`src/rtl/vrampx_blitter.sv`:
```
// vrampx_blitter: rectangle fill/copy engine driving the VRAMPX CPU port.
// Pixels are visited in ascending raster order, one command at a time. All outputs are registered.
// Optional feature macro: VRAMPX_BLITTER_COPY_EN compiles in the copy path
// (C_RD/C_WAIT/C_WR states, src_x_i/src_y_i/vram_q_i). Without it, op=1 commands are rejected.

module vrampx_blitter #(
    parameter int unsigned FB_WIDTH  = 320,
    parameter int unsigned FB_HEIGHT = 240,
    parameter int unsigned ADDR_BITS = 17
) (
    input  logic                 clk_i,
    input  logic                 reset_ni,
    input  logic                 start_i,
    input  logic                 op_i,
    input  logic [8:0]           dst_x_i,
    input  logic [7:0]           dst_y_i,
    input  logic [8:0]           src_x_i,
    input  logic [7:0]           src_y_i,
    input  logic [8:0]           width_i,
    input  logic [7:0]           height_i,
    input  logic [7:0]           color_i,
    output logic                 busy_o,
    output logic                 done_o,
    output logic                 error_o,
    output logic [ADDR_BITS-1:0] vram_addr_o,
    output logic [7:0]           vram_d_o,
    output logic                 vram_we_o,
    input  logic [7:0]           vram_q_i
);

    localparam logic [ADDR_BITS-1:0] RowStride = ADDR_BITS'(FB_WIDTH);
    localparam logic [ADDR_BITS-1:0] AddrOne   = ADDR_BITS'(1);

    typedef enum logic [2:0] {
        StIdle,
        StFill,
        StCRd,
        StCWait,
        StCWr,
        StDone
    } state_e;

    state_e               state_q, state_d;
    logic                 busy_q, busy_d;
    logic                 done_q, done_d;
    logic                 error_q, error_d;
    logic                 we_q, we_d;
    logic [ADDR_BITS-1:0] addr_q, addr_d;
    logic [7:0]           wdata_q, wdata_d;
    logic [8:0]           w_q, w_d;
    logic [7:0]           h_q, h_d;
    logic [8:0]           col_q, col_d;
    logic [7:0]           row_q, row_d;
    logic [ADDR_BITS-1:0] dst_row_q, dst_row_d;
    logic [ADDR_BITS-1:0] dst_ptr_q, dst_ptr_d;

    // Command validation and row-base computation on the raw inputs, used only at acceptance.
    logic [9:0]           dst_x_end;
    logic [8:0]           dst_y_end;
    logic                 dst_oob;
    logic                 cmd_bad;
    logic [ADDR_BITS-1:0] dst_base;

    assign dst_x_end = {1'b0, dst_x_i} + {1'b0, width_i};
    assign dst_y_end = {1'b0, dst_y_i} + {1'b0, height_i};
    assign dst_oob   = (32'(dst_x_end) > FB_WIDTH) || (32'(dst_y_end) > FB_HEIGHT);
    assign dst_base  = ADDR_BITS'(dst_y_i) * RowStride + ADDR_BITS'(dst_x_i);

    // Raster stepping: end of row jumps to the next row base, otherwise +1.
    logic                 row_end;
    logic                 last_px;
    logic [ADDR_BITS-1:0] dst_next;

    assign row_end  = (col_q == w_q - 9'd1);
    assign last_px  = row_end && (row_q == h_q - 8'd1);
    assign dst_next = row_end ? dst_row_q + RowStride : dst_ptr_q + AddrOne;

`ifdef VRAMPX_BLITTER_COPY_EN
    logic [ADDR_BITS-1:0] src_row_q, src_row_d;
    logic [ADDR_BITS-1:0] src_ptr_q, src_ptr_d;
    logic [9:0]           src_x_end;
    logic [8:0]           src_y_end;
    logic                 src_oob;
    logic [ADDR_BITS-1:0] src_base;
    logic [ADDR_BITS-1:0] src_next;

    assign src_x_end = {1'b0, src_x_i} + {1'b0, width_i};
    assign src_y_end = {1'b0, src_y_i} + {1'b0, height_i};
    assign src_oob   = (32'(src_x_end) > FB_WIDTH) || (32'(src_y_end) > FB_HEIGHT);
    assign src_base  = ADDR_BITS'(src_y_i) * RowStride + ADDR_BITS'(src_x_i);
    assign src_next  = row_end ? src_row_q + RowStride : src_ptr_q + AddrOne;
    assign cmd_bad   = (width_i == 9'd0) || (height_i == 8'd0) || dst_oob || (op_i && src_oob);
`else
    // Copy is not built: any op=1 command is rejected and the copy inputs are left unused.
    logic unused_copy_inputs;
    assign unused_copy_inputs = ^{src_x_i, src_y_i, vram_q_i};
    assign cmd_bad = (width_i == 9'd0) || (height_i == 8'd0) || dst_oob || op_i;
`endif

    // State register and all registered outputs; reset abandons any command in flight.
    always_ff @(posedge clk_i or negedge reset_ni) begin
        if (!reset_ni) begin
            state_q   <= StIdle;
            busy_q    <= 1'b0;
            done_q    <= 1'b0;
            error_q   <= 1'b0;
            we_q      <= 1'b0;
            addr_q    <= '0;
            wdata_q   <= '0;
            w_q       <= '0;
            h_q       <= '0;
            col_q     <= '0;
            row_q     <= '0;
            dst_row_q <= '0;
            dst_ptr_q <= '0;
`ifdef VRAMPX_BLITTER_COPY_EN
            src_row_q <= '0;
            src_ptr_q <= '0;
`endif
        end else begin
            state_q   <= state_d;
            busy_q    <= busy_d;
            done_q    <= done_d;
            error_q   <= error_d;
            we_q      <= we_d;
            addr_q    <= addr_d;
            wdata_q   <= wdata_d;
            w_q       <= w_d;
            h_q       <= h_d;
            col_q     <= col_d;
            row_q     <= row_d;
            dst_row_q <= dst_row_d;
            dst_ptr_q <= dst_ptr_d;
`ifdef VRAMPX_BLITTER_COPY_EN
            src_row_q <= src_row_d;
            src_ptr_q <= src_ptr_d;
`endif
        end
    end

    // Next-state logic: outputs are computed one cycle ahead so they leave the block registered.
    always_comb begin
        state_d   = state_q;
        busy_d    = busy_q;
        done_d    = 1'b0;
        error_d   = error_q;
        we_d      = we_q;
        addr_d    = addr_q;
        wdata_d   = wdata_q;
        w_d       = w_q;
        h_d       = h_q;
        col_d     = col_q;
        row_d     = row_q;
        dst_row_d = dst_row_q;
        dst_ptr_d = dst_ptr_q;
`ifdef VRAMPX_BLITTER_COPY_EN
        src_row_d = src_row_q;
        src_ptr_d = src_ptr_q;
`endif

        case (state_q)
            StIdle: begin
                if (start_i) begin
                    busy_d = 1'b1;
                    w_d    = width_i;
                    h_d    = height_i;
                    col_d  = '0;
                    row_d  = '0;
                    if (cmd_bad) begin
                        error_d = 1'b1;
                        done_d  = 1'b1;
                        state_d = StDone;
                    end else begin
                        error_d   = 1'b0;
                        dst_row_d = dst_base;
                        dst_ptr_d = dst_base;
`ifdef VRAMPX_BLITTER_COPY_EN
                        if (op_i) begin
                            src_row_d = src_base;
                            src_ptr_d = src_base;
                            addr_d    = src_base;
                            we_d      = 1'b0;
                            state_d   = StCRd;
                        end else begin
                            addr_d  = dst_base;
                            wdata_d = color_i;
                            we_d    = 1'b1;
                            state_d = StFill;
                        end
`else
                        addr_d  = dst_base;
                        wdata_d = color_i;
                        we_d    = 1'b1;
                        state_d = StFill;
`endif
                    end
                end
            end

            // One write per cycle; wdata holds the colour latched at acceptance.
            StFill: begin
                if (last_px) begin
                    we_d    = 1'b0;
                    done_d  = 1'b1;
                    state_d = StDone;
                end else begin
                    col_d     = row_end ? 9'd0 : col_q + 9'd1;
                    row_d     = row_end ? row_q + 8'd1 : row_q;
                    dst_row_d = row_end ? dst_next : dst_row_q;
                    dst_ptr_d = dst_next;
                    addr_d    = dst_next;
                end
            end

`ifdef VRAMPX_BLITTER_COPY_EN
            // Source address was presented during C_RD; the RAM answers during C_WAIT.
            StCRd: begin
                state_d = StCWait;
            end

            StCWait: begin
                addr_d  = dst_ptr_q;
                wdata_d = vram_q_i;
                we_d    = 1'b1;
                state_d = StCWr;
            end

            StCWr: begin
                we_d = 1'b0;
                if (last_px) begin
                    done_d  = 1'b1;
                    state_d = StDone;
                end else begin
                    col_d     = row_end ? 9'd0 : col_q + 9'd1;
                    row_d     = row_end ? row_q + 8'd1 : row_q;
                    dst_row_d = row_end ? dst_next : dst_row_q;
                    dst_ptr_d = dst_next;
                    src_row_d = row_end ? src_next : src_row_q;
                    src_ptr_d = src_next;
                    addr_d    = src_next;
                    state_d   = StCRd;
                end
            end
`endif

            StDone: begin
                busy_d  = 1'b0;
                state_d = StIdle;
            end

            default: begin
                busy_d  = 1'b0;
                we_d    = 1'b0;
                state_d = StIdle;
            end
        endcase
    end

    assign busy_o      = busy_q;
    assign done_o      = done_q;
    assign error_o     = error_q;
    assign vram_we_o   = we_q;
    assign vram_addr_o = addr_q;
    assign vram_d_o    = wdata_q;

endmodule
```
`config.mk`:
```
export PLATFORM = sky130hd
export DESIGN_NAME = vrampx_blitter
export DESIGN_NICKNAME = d
export VERILOG_FILES = /design/src/rtl/vrampx_blitter.sv
export SDC_FILE = /design/constraint.sdc
export NUM_CORES = 1
export LEC_CHECK = 0
export BUFFER_PORTS_ARGS = -buffer_cell sky130_fd_sc_hd__buf_4
export CAP_MARGIN = 25
export CORE_AREA = 8 8 111 113
export CTS_BUF_LIST = sky130_fd_sc_hd__clkbuf_16
export DETAILED_ROUTE_END_ITERATION = 7
export DIE_AREA = 0 0 119 121
export GPL_TIMING_DRIVEN = 0
export PLACE_DENSITY = 0.8
export SLEW_MARGIN = 20
export SYNTH_ARGS = -nofsm -noshare
export SYNTH_HDL_FRONTEND = slang
export SYNTH_SLANG_ARGS = --single-unit
```
`constraint.sdc`:
```
create_clock -name clk_i -period 3.3 [get_ports clk_i]
set_input_delay 0.66 -clock clk_i [delete_from_list [all_inputs] [get_ports clk_i]]
set_output_delay 0.66 -clock clk_i [all_outputs]
set_load 0.1 [all_outputs]
```
==> results of run 1 <==
==> worst paths after layout <==
| check | startpoint | end | slack [ns] | cells after the start |
|---|---|---|---|---|
| setup / recovery | dst_x_i[0] | dst_ptr_q[11] | 0.09 | 13 |
| hold / removal | reset_ni | row_q[7] | 0.36 | 1 |
| setup reg to reg | w_q[0] | dst_row_q[2] | 0.17 | 12 |
| hold reg to reg | error_o | error_o | 0.50 | 1 |
| max in group asynchronous | reset_ni | w_q[0] | 2.37 | 1 |
| min in group clk_i | error_o | error_o | 0.50 | 1 |
==> state kept, by name, summed over array words and instances, names as in the netlist <==
register,flops
dst_ptr_q,17
w_q,9
vram_we_o,1
done_o,1
vram_d_o,8
dst_row_q,17
row_q,8
col_q,9
state_q,2
error_o,1
busy_o,1
h_q,8
==> per-stage QoR <==
stage	utilization [%]	area, sq um
after floorplan	-	5900
after global placement	62.6	6630
after detailed placement	62.6	6630
after CTS	67.0	7100
after global routing	69.0	7320
final	69.0	7320
==> per-layer routing <==
layer | up-vias | wire length (microns) | global-route usage, %
met2 | 195 | 8360 | 38.8
li1 | 2451 | - | -
met1 | 2573 | 6940 | 27.5
met5 | - | 0 | 0
met4 | 0 | 529 | 10.9
met3 | 52 | 907 | 4.23
==> cells by family after synthesis <==
logic type      synth area share (%)
buf+inv                         2.86
mux                             10.4
fa+ha+maj                       9.41
flops                           34.8
simple gates                    18.3
compound gates                  13.5
xor+xnor                        10.8
==> synth_stat cells (4+ instances only) <==
library cell	instances
nand2_1	84
dfrtp_1	82
xnor2_1	45
nor2_1	44
o21ai_0	39
ha_1	38
mux2_2	30
xor2_1	28
inv_1	24
nand3_1	18
a21oi_1	17
nor3_1	15
mux2i_1	14
nand4_1	10
a211oi_1	9
clkbuf_1	9
mux2_4	9
and3_1	8
nor2b_1	8
a21o_1	7
nor4_1	7
a311oi_1	5
or3_1	5
fa_1	4
nand2b_1	4
==> timing repair <==
| item | in CTS | in global routing |
|---|---|---|
| pin swaps | 9 | 13 |
| buffers inserted | 12 | 5 |
| cloned | 0 | 1 |
| endpoints found under the setup margin | 44 | 44 |
| resized for setup | 22 | 44 |
==> critical path, stage by stage <==
cell       delay [ns]
buf_8            0.08
ha_4             0.13
inv_2            0.04
fa_2             0.53
inv_1            0.05
a2111oi_2        0.39
a311oi_2         0.16
o211ai_1         0.33
a311oi_2         0.19
buf_4            0.20
nor2_4           0.19
clkbuf_16        0.19
mux2_4           0.30
==> power by group through the flow <==
stage / clock network [mW] / registers [mW] / logic [mW]
2_1_floorplan: 0 / 3.02 / 1.99
3_3_place_gp: 0 / 1.88 / 3.96
3_5_place_dp: 0 / 1.91 / 4.07
4_1_cts: 1.00 / 1.90 / 4.23
5_1_grt: 1.04 / 1.97 / 4.73
6_report: 0.994 / 1.91 / 4.45
==> cell type report <==
| class | instances | area [sq um] | area share (%) |
|---|---|---|---|
| multi-input combinational | 505 | 3890 | 53.1 |
| inverter | 24 | 90.1 | 1.23 |
| clock inverter | 7 | 60.1 | 0.821 |
| sequential | 82 | 2050 | 28.1 |
| tap | 140 | 175 | 2.39 |
| clock buffer | 9 | 225 | 3.08 |
| timing repair buffer | 91 | 738 | 10.1 |
| buffer | 15 | 87.6 | 1.20 |
==> out/results.txt, run 1 <==
The horizontal extent of the die came out at 119 microns. First-pass iteration count of the detailed router: 7. The power density over the cells was 1000 nW/um^2. The post-placement setup slack was -0.582 ns; the height of the die was 121 microns. The run gives 55.7% as the starting utilization of the core area. Measured against its own limit, the worst slew margin works out to 48.3%. TritonCTS built the clock tree. Across all setup checks in the final design, the least slack found is 0.0923 ns. Routability-driven placement finished with a final weighted congestion of 0.937. In the layout the commonest cells are nand2_1, buf_4, dfrtp_1, xnor2_1, nor2_1. The number of antenna repair diodes is 0. After technology mapping, the gate count stands at 627.

The power dissipated by switching net loads was 3.69 mW. The worst hold-check path type was primary input to asynchronous set/reset pin. The run gives 3 as the H-tree depth.

The detailed router placed 5,271 vias in this run. The tools report the nature of the critical path endpoint as a flop. After detailed placement, the design holds a cell count of 841. The tools report the worst-skew pair later-pin latency as 0.35 ns. The synthesis-to-layout area growth works out to 24.0%.

The first global-routing pass estimated 26.5 mm of wire. In the post-synthesis netlist, the biggest area contributors are dfrtp_1, ha_1, xnor2_1, mux2_2, nand2_1. Across the routed clock network, the largest skew measured is 0.00993 ns. Of the cells placed in the final design, the portion with a size suffix greater than 1 is 26.1%. Row generation in the floorplan step produced 38 rows. Data on the critical path arrives at its endpoint at 3.44 ns. The top fanout value on the critical path works out to 5. The core region is 10,600 sq um. The logs give 3.66 mW for the internal power consumption and 0 for the number of max-cap violations. Pin placement for this block handled 100 I/O pins.

The die covers 14,400 sq um. Detailed placement ended at an HPWL of 12.0 mm. For the number of global-route vias before repair, the log shows 5,324. For this run, asynchronously set or reset flops after synthesis account for 100%. After routing, the total negative slack on setup checks comes to 0 ns. The number of pins exceeding their max-slew limit in the final report was 0; the clock network power share was 13.5%. The highest ir drop seen on vdd was 0.932 mV; the fraction of synthesized cell area taken by the top area cell type was 34.8%.

The run finished with clean final reports. Per report_power, the combinational group accounts for 60.5% of the total. The most common library cell in the layout ignoring fill and taps was nand2_1. Of the available clock period, the critical path in the final layout requires 97.2%. The detail route stage leaves a number of antenna-violating nets equal to 0.

The count of cells in the finished layout, fillers not included, comes to 873. Counting flops with a built-in enable in the synthesized netlist gives 0. Prevailing post-synth register cell: dfrtp_1.

The worst path needs 3.21 ns of the cycle, external delays included. The clock passes through at most 2 buffers. Wires add up to 16.7 mm. The switching part of the total power was 50.2%. Setup repair after global routing could not meet its margin everywhere. The tools report the nature of the critical path startpoint as a primary input. After clock tree synthesis, the clock-pin slew on the worst setup and hold paths is 0.06 ns. The hold violation total from the final report was 0; the mean cell area of the mapped netlist was 9.41 sq um. Counting the buffers created by CTS gives 9. The number of hold buffers added after CTS was 0. The sequential fraction of design power came out at 26.0%.

The total routing usage reported by global routing was 22.8%. In the routed layout, each cell is associated on average with a via count of 6.04. The yosys synthesis warning count was 0; the leakage component of the power was 3.36 nW. Of the synthesized area, sequential elements account for 34.8%. The tools report the post-synthesis cell area as 5900 sq um. Data on the critical path is required at its endpoint by 3.53 ns. The number of antenna violations at the first check in global routing is 0, and the number of failing setup endpoints in the final timing report is 0.

The number of DRC markers in iteration 0 is 379, and the flip-flop and latch count after synthesis is 82. The tree built by TritonCTS fans out to 82 sinks. After detailed routing, the number of remaining DRC violations is 0. The worst setup path is of the primary input to flop kind. Total power for the finished layout comes to 7.35 mW. The cell type contributing the most total cell area after synthesis was dfrtp_1.

In this run the tool buffered the top-level ports with 74 buffer cells. Entering global routing, the biggest net connects 83 pins. The final routed wire length divided by cell count is 19.2 microns, and the synthesized net count is 740.

Counting distinct cell types in the post-synthesis netlist gives 64. The logs give 0 for the total global routing overflow and 803 for the filler cell count. The root buffer cell was clkbuf_16.

For the pin with the worst max-slew slack, the measured transition is 0.776 ns. After the last flow step, the layout net total stands at 841. On the final layout, the worst hold slack is 0.357 ns. The run gives 312 MHz as the fmax.
Power figures use the tool's default switching activity.
==> run 2: changes to the inputs <==
- ABC_AREA: default -> 1
- CORE_AREA: 8 8 111 113 -> 8 8 116 118
- DIE_AREA: 0 0 119 121 -> 0 0 124 126
==> run 2 against run 1 <==
Compared with the run above:
- highest routed layer unchanged
- synthesized cell count is 54% higher
- largest power group unchanged
- combinational power is 3% lower
- worst setup slack better by 0.077 ns
- global-route usage is 0.25 points lower
- largest cell class unchanged
==> out/results.txt, run 2 <==
The run finished with clean final reports. The final routed wire length divided by cell count came out at 14.3 microns (-25%). The tools report the data required time of the worst path as 3.59 ns (+0.06 ns). The tools report the post-place instance area as 7290 sq um (+9.9%). The run gives 64.4% (-4.6 points) as the final core utilization. Sorting the synthesized cells by how often they occur yields nand2_1, nand3_1, inv_1, dfrtp_1, nor2_1. Count of input and output buffers: 74 (unchanged).

The xor/xnor share of the synthesized area works out to 6.69% (-4.1 points). Tracing the worst setup path back leads to its startpoint at dst_y_i[0]. The share of post-route cells with drive strength above 1 was 11.7% (-14 points); the top fanout value on the critical path was 10 (+5). The shortest period the worst path allows came out at 3.13 ns (-0.0771 ns).

Number of remaining DRC errors: 0 (unchanged). The tools report the nature of the critical path startpoint as a primary input. The half-perimeter wire length after placement came out at 13.6 mm (+14%).

The number of different library cells in the post-synthesis netlist came out at 37 (-42%). The tools report the root buffer cell as clkbuf_16. For the number of global-route vias before repair, the log shows 6,031 (+13%). For the synthesized net count, the log shows 1,079 (+46%).

The total of hold buffers inserted after clock tree synthesis was 0 (unchanged); the number of post-CTS setup repair buffers was 0 (-12). The adder and majority gate portion of the synthesized area was 8.48% (-0.93 points); the sequential cell area fraction in the yosys report was 31.3% (-3.4 points). The compound-gate portion of the synthesized area was 5.35% (-8.1 points); the horizontal extent of the die was 124 microns (+4.2%).

Fraction of synthesized cell area taken by the top area cell type: 31.3% (-3.4 points). The critical path is of the primary input to flop type. The multiplexer fraction of the synthesized cell area is 0% (-10 points).

The pin slew with the least headroom to its limit came out at 0.740 ns (-0.0353 ns). The hold violation total from the final report came out at 0 (unchanged). Worst hold-check path type: primary input to asynchronous set/reset pin.

The total routing usage reported by global routing came out at 22.6% (-0.25 points). The number of enable-type register cells in the synthesized netlist was 0 (unchanged); the number of rows created at floorplan was 40 (+5.3%). The largest registers in the layout are dst_ptr_q: 17 flops, dst_row_q: 17 flops. The maximum number of pins on one net before global-route repair was 83 (unchanged). The starting utilization of the core area was 55.9% (+0.24 points); the clock tree buffer depth was 2 (unchanged). The overall power after layout came out at 7.08 mW (-3.8%).

The remaining max-slew budget at the tightest pin was 50.7% (+2.4 points). By area the synthesized netlist is led by dfrtp_1, nand2_1, nand3_1, ha_1, inv_1. For the number of antenna repair diodes, the log shows 0 (unchanged). Cell type contributing the most total cell area after synthesis: dfrtp_1. For the number of pins exceeding their max-slew limit in the final report, the log shows 0 (unchanged). The startpoint identified for the worst register-to-register timing path is w_q[0]. The run gives 0 (unchanged) as the number of failing setup endpoints in the final timing report. The logs give 1,110 (+38%) for the filler cell count and 3 (unchanged) for the H-tree depth.

The sum of routed wire length over all layers was 17.2 mm (+2.8%). Full die area: 15,600 sq um (+8.5%). The tools report the total number of vias as 6,439 (+22%).

Accumulated negative setup slack: 0 ns (unchanged). The flip-flop and latch count after synthesis came out at 82 (unchanged). The clock slew seen by the registers of the worst setup and hold paths works out to 0.06 ns (about the same). The tools report the routability congestion estimate as 0.969 (+3.4%). Relative to the synthesized area, the layout overhead comes to 15.2%. The yosys synthesis warning count was 0 (unchanged). The prevailing post-synth register cell is dfrtp_1. The largest clock skew in the final design is 0.00797 ns (-0.00196 ns), and the post-synthesis cell area is 6550 sq um (+11%). The share of the clock period used by the worst path after layout was 94.9% (-2.3 points). The total global routing overflow was 0 (unchanged); the power density over the cells was 938 nW/um^2 (-6.7%).

The area of the core region was 11,700 sq um (+10%). TritonCTS built the clock tree. For the I/O pin total, the log shows 100 (unchanged). The number of max-cap violations is 0 (unchanged). The post-synthesis cell count is 966 (+54%). The leakage component of the power came out at 4.10 nW (+22%).

The CTS sink count came out at 82 (unchanged). Most common cell in the netlist: nand2_1. Critical path data arrival time: 3.42 ns (-0.02 ns). The first-pass iteration count of the detailed router is 5 (-2), and the height of the die is 126 microns (+4.1%). Number of buffers created by CTS: 9 (unchanged). The number of antenna violations at the first check in global routing was 0 (unchanged); the number of vias per cell after detailed routing was 5.36 (-11%). The post-cts gate resize count came out at 0 (-100%). The simple-gate share of the synthesized area was 39.7% (+21 points).

Setup repair after global routing left no endpoint under its margin. The fmax is 319 MHz (+2.5%), and the worst-skew pair later-pin latency is 0.35 ns (about the same). In the layout the commonest cells are nand2_1, nand3_1, inv_1, dfrtp_1, buf_4. Share of async-settable or async-resettable flops after synthesis: 100% (unchanged).

Combinational family with the most area after synthesis: simple AND/OR/NAND/NOR gates. Most common library cell in the layout ignoring fill and taps: nand2_1. The tools report the first-pass GRT wire length as 28.5 mm (+7.5%). The logs give 1,164 (+38%) for the net count of the finished layout and 7540 sq um (+3.1%) for the post-route cell area. The number of DRC markers in iteration 0 was 457 (+21%). The number of nets with antenna violations after routing was 0 (unchanged).

The highest ir drop seen on vdd was 0.768 mV (-18%). The mean cell area of the mapped netlist works out to 6.78 sq um (-28%). STA classifies the critical path endpoint as a flop.
==> run 2: cell types whose count changed after synthesis, moves of 10 or more <==
| cell | change |
|---|---|
| xor2_1 | +10 |
| nand3_1 | +129 |
| xnor2_1 | -33 |
| nand2_1 | +231 |
| mux2_2 | -30 |
| mux2i_1 | -14 |
| inv_1 | +85 |
| nor2_1 | +21 |
==> run 2: cells by family (layout without fill, tap and decap cells) <==
kind of cell,after synthesis,count (layout)
xor+xnor,50,50
compound gates,66,66
fa+ha+maj,42,42
simple gates,587,587
buf+inv,139,228
flops,82,82
==> run 2: metal layers <==
| layer | track usage, % | wire (microns) | part of all wire, % |
|---|---|---|---|
| met1 | 30.7 | 8010 | 47 |
| met2 | 35.5 | 7840 | 46 |
| met3 | 3.49 | 1010 | 5.9 |
| met4 | 7.91 | 353 | 2.1 |
| met5 | 0 | 0 | 0 |
==> run 2: area by class of cell <==
class / instances / area, sq um / area share, %
clock buffer: 9 / 225 / 2.99
buffer: 25 / 126 / 1.68
sequential: 82 / 2050 / 27.2
clock inverter: 6 / 27.5 / 0.365
tap: 147 / 184 / 2.44
multi-input combinational: 745 / 3940 / 52.2
timing repair buffer: 74 / 559 / 7.41
inverter: 114 / 428 / 5.67
==> run 2: power breakdown <==
part	leakage (nW)	total, mW	internal [mW]	switching (mW)
logic	2.93	4.31	1.21	3.10
clock network	0.129	0.890	0.493	0.397
registers	1.05	1.88	1.43	0.442
total	4.10	7.08	3.14	3.94
==> run 2: metrics by stage <==
step | std cells | setup WS (ns) | hold slack (ns)
floorplan | 966 | 0.500 | 0.364
global placement | 1187 | -0.143 | 0.456
detailed placement | 1187 | -0.174 | 0.461
CTS | 1202 | 0.185 | 0.474
global route | 1202 | 0.00818 | 0.422
finish | 1202 | 0.169 | 0.359
==> run 2: critical path: stages <==
cell,delay (ns)
buf_4,0.14
ha_1,0.23
fa_1,0.42
or2_2,0.30
nor2_1,0.10
nand3_1,0.09
nand3_1,0.10
nor2_1,0.05
a21oi_1,0.13
nand2_1,0.16
nand2_1,0.43
buf_2,0.35
nand3_1,0.15
nand2_1,0.09
==> run 2: final timing paths <==
check | cells past startpoint | end | slack (ns)
min | 1 | h_q[1] | 0.36
min reg2reg | 2 | vram_d_o[5] | 0.47
max | 14 | dst_ptr_q[5] | 0.17
max in group asynchronous | 1 | vram_d_o[7] | 2.45
max reg2reg | 17 | dst_ptr_q[7] | 0.66
min in group clk_i | 2 | vram_d_o[5] | 0.47
==> run 3: changes to the inputs <==
- GPL_TIMING_DRIVEN: 0 -> 1
==> run 3 against run 2 <==
Compared with the run above:
- combinational power shrank 2%
- total power increased by 0.88%
- critical path type unchanged
- worst setup slack better by 0.26 ns
- non-clock buffer count shrank 12
==> out/results.txt, run 3 (synthesized netlist as in run 2, its figures left out) <==
The run gives 16.4 mm (-4.7%) as the sum of routed wire length over all layers. The tools report the number of remaining DRC errors as 0 (unchanged). The clock slew seen by the registers of the worst setup and hold paths is 0.06 ns (about the same).

The post-placement setup slack came out at 0.0860 ns (+0.260 ns). The tools report the worst-skew pair later-pin latency as 0.35 ns (about the same). The tools report the post-cts gate resize count as 0 (unchanged). The clock network power share was 14.3% (+1.7 points); the fmax was 348 MHz (+9.1%).

For the total global routing overflow, the log shows 0 (unchanged). The logs give 15,600 sq um (unchanged) for the full die area and 100 (unchanged) for the I/O pin total. Internal power consumption: 3.23 mW (+2.8%). TritonCTS built the clock tree. The tools report the H-tree depth as 3 (unchanged). The nature of the critical path endpoint is a flop. The pin slew with the least headroom to its limit is 0.576 ns (-0.164 ns).

For the maximum number of pins on one net before global-route repair, the log shows 44 (-47%). The number of antenna violations at the first check in global routing came out at 0 (unchanged). The tools report the area occupied by multi-input gates as 3940 sq um (about the same). The sequential fraction of design power was 26.4% (about the same); the sequential cell area was 2050 sq um (unchanged). The tools report the total number of vias as 6,361 (-1.2%). Hold violation total from the final report: 0 (unchanged). Filler cell count: 1,106 (-0.36%). Power density over the cells: 941 nW/um^2 (+0.31%). Setup repair after global routing left no endpoint under its margin.

The starting utilization of the core area was 55.9% (unchanged). By startpoint and endpoint, the worst setup path is classified as primary input to flop. The tools report the total routing usage reported by global routing as 22.0% (-0.61 points).

The run gives 40 (unchanged) as the number of rows created at floorplan. The most common library cell in the layout ignoring fill and taps was nand2_1. The net count of the finished layout was 1,152 (-1.0%).

The shortest period the worst path allows is 2.87 ns (-0.260 ns), and the number of nets with antenna violations after routing is 0 (unchanged). Detailed-routing wirelength on met1: 7.59 mm (-5.3%). The final routed wire length divided by cell count is 13.8 microns (-3.8%).

The area of the core region is 11,700 sq um (unchanged). The highest layer used for signal routing is met4. The first-pass GRT wire length is 28.1 mm (-1.5%). The half-perimeter wire length after placement was 12.8 mm (-6.4%).

The tightest min-delay check is of the primary input to asynchronous set/reset pin type. The routability congestion estimate was 0.891 (-8.0%). The number of DRC markers in iteration 0 is 451 (-1.3%), and the met2 routed wirelength is 7.61 mm (-2.9%). STA classifies the critical path startpoint as a primary input. The library cells used most frequently in the layout, excluding fill and tap cells, are nand2_1, nand3_1, inv_1, buf_4, dfrtp_1. The number of buffers created by CTS was 9 (unchanged); the remaining max-slew budget at the tightest pin was 61.5% (+11 points). The data required time of the worst path is 3.58 ns (about the same), and the clock tree buffer depth is 2 (unchanged). Share of power burned in combinational logic: 59.4% (-1.5 points).

The run gives 879 microns (-13%) as the met3 routed wirelength. The accumulated negative setup slack is 0 ns (unchanged). The horizontal extent of the die came out at 124 microns (unchanged). The largest registers in the layout are dst_ptr_q: 17 flops, dst_row_q: 17 flops.

The total of hold buffers inserted after clock tree synthesis came out at 0 (unchanged). Switching part of the total power: 54.8% (-0.85 points). The root buffer cell is clkbuf_16. The count of input and output buffers came out at 74 (unchanged). Post-route worst hold slack: 0.298 ns (-0.0603 ns).

The height of the die came out at 126 microns (unchanged). The share of post-route cells with drive strength above 1 is 12.4% (+0.70 points), and the number of antenna repair diodes is 0 (unchanged). The run gives 0 (unchanged) as the number of post-CTS setup repair buffers. The share of the clock period used by the worst path after layout was 87.0% (-7.9 points). The run finished with clean final reports. The number of pins exceeding their max-slew limit in the final report was 0 (unchanged); the final setup slack of the worst path was 0.430 ns (+0.260 ns). The CTS sink count was 82 (unchanged); the largest clock skew in the final design was 0.0119 ns (+0.00392 ns). The leakage component of the power is 4.12 nW (+0.48%), and the critical path data arrival time is 3.15 ns (-0.27 ns). The top fanout value on the critical path was 3 (-7); the synthesis-to-layout area growth was 15.9%. The number of global-route vias before repair was 6,033 (+0.033%); the power dissipated by switching net loads was 3.91 mW (-0.67%).

The first-pass iteration count of the detailed router came out at 5 (unchanged). Number of vias per cell after detailed routing: 5.34 (-0.30%). The tools report the number of failing setup endpoints in the final timing report as 0 (unchanged). The logs give 0.751 mV (-2.2%) for the highest ir drop seen on vdd and 0 (unchanged) for the number of max-cap violations.
==> run 3: cell type report <==
| class | instances | area share (%) |
|---|---|---|
| Clock buffer | 9 | 2.97 |
| Sequential cell | 82 | 27.0 |
| Clock inverter | 7 | 0.990 |
| Tap cell | 147 | 2.42 |
| Inverter | 114 | 5.64 |
| Timing Repair Buffer | 87 | 8.94 |
| Multi-Input combinational cell | 745 | 52.0 |
==> run 3: path summary, 6_finish.rpt <==
path | end | slack [ns] | cells after the start | startpoint
min | h_q[4] | 0.30 | 1 | reset_ni
min in group clk_i | vram_d_o[0] | 0.47 | 2 | vram_d_o[0]
max | dst_ptr_q[13] | 0.43 | 15 | dst_y_i[1]
min reg2reg | vram_d_o[0] | 0.47 | 2 | vram_d_o[0]
max reg2reg | dst_ptr_q[10] | 0.65 | 14 | w_q[0]
max in group asynchronous | vram_d_o[6] | 2.37 | 2 | reset_ni
==> run 3: routing by layer <==
metal	global-route usage [%]	vias to the layer above
met5	0	-
met1	29.6	2921
met3	3.04	24
met2	34.5	158
li1	-	3258
met4	8.82	0
==> run 3: stage by stage <==
stage | instances | power (mW) | util [%] | instance area, sq um
2_1_floorplan | 966 | 5.15 | - | 6550
3_3_place_gp | 1174 | 6.01 | 62.0 | 7270
3_5_place_dp | 1175 | 6.12 | 62.2 | 7290
4_1_cts | 1191 | 7.17 | 64.8 | 7590
5_1_grt | 1191 | 7.69 | 64.8 | 7590
6_report | 1191 | 7.14 | 64.8 | 7590
==> run 3: power by group through the flow <==
stage                     Clock [mW]  Combinational [mW]  Sequential [mW]
after floorplan                    0                2.24             2.90
after global placement             0                4.14             1.87
after detailed placement           0                4.24             1.88
after CTS                       1.04                4.25             1.87
after global routing            1.08                4.66             1.96
final                           1.02                4.24             1.88
==> run 3: critical path: stages <==
cell	delay, ns
buf_4	0.12
ha_1	0.30
ha_1	0.24
fa_1	0.51
nand2_1	0.06
inv_1	0.07
nand3_1	0.06
o21ai_0	0.27
nand2_1	0.08
nor2_1	0.22
xor2_1	0.19
nand2_1	0.10
nand2_1	0.12
nand3_1	0.08
nand2_1	0.09
